<file path="config.mk">
export PLATFORM = sky130hd
export DESIGN_NAME = plot_sequencer
export DESIGN_NICKNAME = d
export VERILOG_FILES = /design/src/rtl/plot_sequencer.sv
export SDC_FILE = /design/constraint.sdc
export NUM_CORES = 1
export LEC_CHECK = 0
export BUFFER_PORTS_ARGS = -buffer_cell sky130_fd_sc_hd__buf_2
export CAP_MARGIN = 10
export CORE_ASPECT_RATIO = 1.25
export CORE_MARGIN = 2
export CORE_UTILIZATION = 47
export DETAILED_ROUTE_END_ITERATION = 12
export PLACE_DENSITY_LB_ADDON = 0.25
export SYNTH_ARGS = -nofsm -noshare
export SYNTH_HDL_FRONTEND = slang
export SYNTH_SLANG_ARGS = --single-unit
export TNS_END_PERCENT = 10
</file>
<file path="constraint.sdc">
create_clock -name clk -period 2.1 [get_ports clk]
set_input_delay 0.105 -clock clk [delete_from_list [all_inputs] [get_ports clk]]
set_output_delay 0.105 -clock clk [all_outputs]
set_load 0.1 [all_outputs]
</file>
<file path="src/rtl/plot_sequencer.sv">
// Owns the VGA plot port for the clear-then-draw job: sequences the fillscreen and
// shape engines with full start/done handshakes and forwards the active engine's pixels.
module plot_sequencer #(
  parameter int   SCREEN_W = 160,
  parameter int   SCREEN_H = 120,
  parameter logic CLEAR_EN = 1'b1
) (
  input  logic        clk,
  input  logic        rst_n,
  input  logic        start,
  input  logic [2:0]  clear_colour,
  output logic        done,
  output logic        fill_start,
  output logic [2:0]  fill_colour,
  input  logic        fill_done,
  input  logic [7:0]  fill_x,
  input  logic [6:0]  fill_y,
  input  logic [2:0]  fill_col,
  input  logic        fill_plot,
  output logic        shape_start,
  input  logic        shape_done,
  input  logic [7:0]  shape_x,
  input  logic [6:0]  shape_y,
  input  logic [2:0]  shape_col,
  input  logic        shape_plot,
  output logic [7:0]  vga_x,
  output logic [6:0]  vga_y,
  output logic [2:0]  vga_colour,
  output logic        vga_plot,
  output logic [14:0] plot_count
);

  typedef enum logic [2:0] {
    S_IDLE,
    S_CLEAR,
    S_CLEAR_REL,
    S_DRAW,
    S_DRAW_REL,
    S_FIN
  } state_t;

  localparam logic [31:0] X_LIMIT = 32'(SCREEN_W);
  localparam logic [31:0] Y_LIMIT = 32'(SCREEN_H);

  state_t      state_q, state_d;
  logic [2:0]  fill_colour_q, fill_colour_d;
  logic [7:0]  vga_x_q, vga_x_d;
  logic [6:0]  vga_y_q, vga_y_d;
  logic [2:0]  vga_colour_q, vga_colour_d;
  logic        vga_plot_q, vga_plot_d;
  logic [14:0] plot_count_q, plot_count_d;
  logic        accept;

  assign accept = (state_q == S_IDLE) && start;

  always_comb begin
    state_d     = state_q;
    fill_start  = 1'b0;
    shape_start = 1'b0;
    done        = 1'b0;
    case (state_q)
      S_IDLE: begin
        if (start) state_d = CLEAR_EN ? S_CLEAR : S_DRAW;
      end
      S_CLEAR: begin
        fill_start = 1'b1;
        if (fill_done) state_d = S_CLEAR_REL;
      end
      S_CLEAR_REL: begin
        // Waiting for done to drop keeps a stale done from ending the next job early.
        if (!fill_done) state_d = S_DRAW;
      end
      S_DRAW: begin
        shape_start = 1'b1;
        if (shape_done) state_d = S_DRAW_REL;
      end
      S_DRAW_REL: begin
        if (!shape_done) state_d = S_FIN;
      end
      S_FIN: begin
        done = 1'b1;
        if (!start) state_d = S_IDLE;
      end
      default: state_d = S_IDLE;
    endcase
  end

  // Pixel mux: only the engine owning the current phase reaches the adapter, and only on-screen.
  always_comb begin
    vga_x_d       = vga_x_q;
    vga_y_d       = vga_y_q;
    vga_colour_d  = vga_colour_q;
    vga_plot_d    = 1'b0;
    fill_colour_d = accept ? clear_colour : fill_colour_q;
    if (state_q == S_CLEAR) begin
      vga_x_d      = fill_x;
      vga_y_d      = fill_y;
      vga_colour_d = fill_col;
      vga_plot_d   = fill_plot && (32'(fill_x) < X_LIMIT) && (32'(fill_y) < Y_LIMIT);
    end else if (state_q == S_DRAW) begin
      vga_x_d      = shape_x;
      vga_y_d      = shape_y;
      vga_colour_d = shape_col;
      vga_plot_d   = shape_plot && (32'(shape_x) < X_LIMIT) && (32'(shape_y) < Y_LIMIT);
    end
  end

  always_comb begin
    plot_count_d = plot_count_q;
    if (accept) begin
      plot_count_d = '0;
    end else if (vga_plot_q && (plot_count_q != 15'h7FFF)) begin
      plot_count_d = plot_count_q + 15'd1;
    end
  end

  always_ff @(posedge clk or negedge rst_n) begin
    if (!rst_n) begin
      state_q       <= S_IDLE;
      fill_colour_q <= '0;
      vga_x_q       <= '0;
      vga_y_q       <= '0;
      vga_colour_q  <= '0;
      vga_plot_q    <= 1'b0;
      plot_count_q  <= '0;
    end else begin
      state_q       <= state_d;
      fill_colour_q <= fill_colour_d;
      vga_x_q       <= vga_x_d;
      vga_y_q       <= vga_y_d;
      vga_colour_q  <= vga_colour_d;
      vga_plot_q    <= vga_plot_d;
      plot_count_q  <= plot_count_d;
    end
  end

  assign fill_colour = fill_colour_q;
  assign vga_x       = vga_x_q;
  assign vga_y       = vga_y_q;
  assign vga_colour  = vga_colour_q;
  assign vga_plot    = vga_plot_q;
  assign plot_count  = plot_count_q;

endmodule

</file>
Word level (Yosys, flattened, before mapping) --
Index checks and enable logic that the tools add are counted.
Storage, ports and cells: register bits 40, input port bits 46, output and inout bits 40, word-level logic and storage cells 54
Operators by class: $add $sub $neg 1, order comparisons 4, equal/unequal tests 12, multiplexer cells 20, reduce and logical (&&, ||, !) cells 10
Operators with widths (number):
- $mux W15 | 2
- $mux W3 | 8
- $pmux W3 S6 | 1
- $lt A8 B8 Y1 const B | 2
- $mux W8 | 2
- $add A15 B1 Y15 const B | 1
- $ne A15 B15 Y1 const B | 1
- $lt A7 B7 Y1 const B | 2
- $mux W7 | 2
- $ne A2 B2 Y1 const B | 6
- $eq A3 B2 Y1 const B | 2
- $eq A3 B3 Y1 const B | 2
- $logic_and A1 B1 Y1 | 6
- $reduce_and A6 Y1 | 1
- $mux W1 | 5
- $reduce_bool A2 Y1 | 2
- $eq A3 B1 Y1 const B | 1
- $logic_not A3 Y1 | 1

Longest topological paths before layout --
word-level depth 5, gate-level depth with buffers 8

Worst setup path after synthesis --
Ideal clock, no wire load.
kind register to register, start point reg plot_count_q[0], in the netlist plot_count[0], end point reg plot_count_q[10], in the netlist plot_count[10], data arrival time 2427 ps, required time 2022 ps, setup slack -405 ps, stages on the path, launching flop included 6, clock period less this slack 2505 ps, cell sequence dfrtp_1 -> ha_1 -> nand4_2 -> or4_1 -> or3_1 -> a21oi_1
On the way: cells in the longest elaborated chain, start to end 3, elaborated cells between the ends (all ways) 6
Ends and longest elaborated chain:
- start, declared | line 51 | logic [14:0] plot_count_q, plot_count_d;
- start signal, assigned | line 133 | plot_count_q <= plot_count_d;
- $add A15 B1 Y15 / $ne A15 B15 Y1 (equally long branches) | line 113, 112
- $mux W15 / $logic_and A1 B1 Y1 (equally long branches) | line 112 | end else if (vga_plot_q && (plot_count_q != 15'h7FFF)) begin
- $mux W15 / $reduce_bool A2 Y1 (equally long branches)
Several ways; a longest one is shown, not always the timed one. The select of a mux whose other input is x is not followed. A chain may end at the register's enable or synchronous reset.

Worst setup path after layout --
start point reg state_q[2], end point out shape_start
On the way: cells in the longest elaborated chain, start to end 2
Ends and longest elaborated chain:
- start, declared | line 45 | state_t state_q, state_d;
- start signal, assigned | line 127 | state_q <= state_d;
- $eq A3 B2 Y1 | line 61 | case (state_q)
- $mux W1 | line 61
- end, declared | line 20 | output logic shape_start,
Every way passes these cells.

==> impl_results.md <==
- Outcome: finished, final reports clean
- Clock transition at path regs: 70 ps
- Port Buffers: 85
- Remaining antenna violation count: 0
- Post-synth EDFFs: 0
- Yosys cell types: 39
- Synth top area share: 49.7%
- Arrival time at the worst endpoint: 1790 ps
- Routed vias/inst: 5.38
- Hpwl dp: 3690 um
- CTS tree: done
- Pin count of the biggest net entering global routing: 22
- Final GP Congestion: 0.863
- Final period util: 90.1%
- CP Class: reg -> out
- Worst-path fanout max: 17
- Post-Synthesis Cell Area: 2010 um2
- Register area share after synthesis: 49.7%
- Final setup viols: 0
- Die X: 62.5 um
- Worst Skew: 4.35 ps
- Fin crit period: 1890 ps
- Worst hold path type: in -> reg
- Hold path depth: 3
- RSZ-0062 raised after global routing: false
- DR iter-0 viols: 108
- H-Tree Depth: 2
- Ys Warns: 0
- Fmax: 529 MHz
- DIE AREA: 4830 um2
- Inserted Clock Buffers: 5
- Post-Place Cells: 350
- Mapped Avg Cell Area: 9.50 um2
- Cells on worst reg2reg path: 6
- Mapped Cells: 212
- Max capacitance violation total: 0
- Post-synthesis async set-or-reset flop share: 100%
- Top_reg_cell synth: dfrtp_1
- GR Util All Layers: 20.9%
- CP max stage delay: 450 ps
- Post-cts sizing count: 0
- Seq. cell area: 1020 um2
- Via count: 1,949
- Cell row count: 26
- Worst Max-Slew Pin Slew: 524 ps
- Crit path cell chain: nand2b_1 -> or2_1 -> buf_4 -> inv_2 -> buf_12
- Die Height: 77.2 um
- Vias in the first global route: 1,880
- Syn_nets: 259
- Hold_buf cts: 4
- Clock latency on the worst-skew pair: 290 ps
- Total clock sinks: 40
- Fillers: 370
- Fin area: 2690 um2
- Gr ovfl total: 0
- Core ar.: 4100 um2
- Synth area leader: dfrtp_1
- Initial antenna violation count: 0
- Top post-synthesis cells by count: 40 x dfrtp_1, 32 x nand2_1, 23 x o21ai_0, 18 x mux2i_1, 13 x a21oi_1
- Min Hold Slack: 15.0 ps
- Postcts setup bufs: 0
- Area Growth Syn to Fin: 33.4%
- Starting Density: 49.1%
- DRC viols: 0
- Share of cells above drive strength 1: 39.5%
- Final net count: 352
- TritonRoute pass-1 iters: 4
- CTS Root Cell: clkbuf_8
- Startpoint Class: flip-flop
- Placed Area: 2550 um2
- CTS max path bufs: 2
- CP max stage cell: dfrtp_1
- Hold Fails Final Rpt: 0
- Slew Viols, Final: 0
- Count leader, synth: dfrtp_1
- Antenna Cells: 0
- WL per Instance: 13.4 um
- First-pass GRT wire length: 8020 um
- Synth top area cells: dfrtp_1 50%, mux2i_1 8.9%, nand2_1 6.0%
- Io pins: 86
- Worst Setup End Kind: output pin
- Yosys reg bits: 40
- Area of the multi-input gates: 945 um2
- Worst relative slew slack: 64.8%
- Req. time, crit path: 2000 ps
- Final instance count without filler cells: 362
- Final wirelength: 4830 um
## sequential cells by signal (all words and copies together) (netlist names)
signal,flops
fill_colour,3
plot_count,15
state_q,3
vga_colour,3
vga_plot,1
vga_x,8
vga_y,7
## cells by family after synthesis
family                     synth area share, %
AOI/OAI and AO/OA                         14.5
xor gates and xnor gates                 0.870
adders and majority gates                0.621
buffers and inverters                     3.48
DFF                                       49.7
muxes                                     8.95
and+or+nand+nor                           21.8
## layout by cell type (no fill, tap or decap), types with 8 or more instances in the layout
cell / instances
nor2_1: 9
buf_2: 84
nand2_1: 32
dfrtp_2: 13
nand4_1: 8
buf_4: 8
a21oi_1: 13
mux2i_1: 18
o21ai_0: 23
dfrtp_1: 27
## final cells by class
| class | instances | area share, % |
|---|---|---|
| flip-flops and latches | 40 | 37.9 |
| multi-input cells | 155 | 35.2 |
| repair buffers | 97 | 20.1 |
| clock buffers | 8 | 3.36 |
| well taps | 56 | 2.61 |
| inverters | 6 | 0.839 |
## stage by stage
stage | util [%] | TNS (ps) | setup WS (ps)
after global routing | 65.5 | 0 | 106
final | 65.5 | 0 | 209
after floorplan | - | -118 | -70.6
after detailed placement | 62.3 | 0 | 244
after CTS | 65.5 | 0 | 189
after global placement | 62.3 | 0 | 313
## metal layers
metal  track usage (%)  vias up  wire (um)
li1                  -      952          -
met1              22.8      890       1900
met2              37.1       95       2470
met3              4.69       12        340
met4              11.8        0        119
met5                 0        -          0
## worst paths after layout
check / from / endpoint / slack, ps
max in group asynchronous: rst_n / vga_plot$_DFF_PN0_ / 1310
worst min-delay path: fill_y[2] / vga_y[2]$_DFFE_PN0P_ / 10
worst max-delay path: state_q[2]$_DFFE_PN0P_ / shape_start / 210
worst max register to register: plot_count[0]$_DFFE_PN0P_ / plot_count[5]$_DFFE_PN0P_ / 220
worst min register to register: fill_colour[1]$_DFFE_PN0P_ / fill_colour[1]$_DFFE_PN0P_ / 480
min in group asynchronous: rst_n / plot_count[12]$_DFFE_PN0P_ / 250
## worst max-delay path: cells and delay by family, from the launching register on
family,cells,cell delay (ps)
buf+inv,3,550
simple gates,2,490
flops,1,450
Power is left out: the tool's default activity adds up to more than one toggle a clock period on the data nets, which glitch-free logic cannot reach.
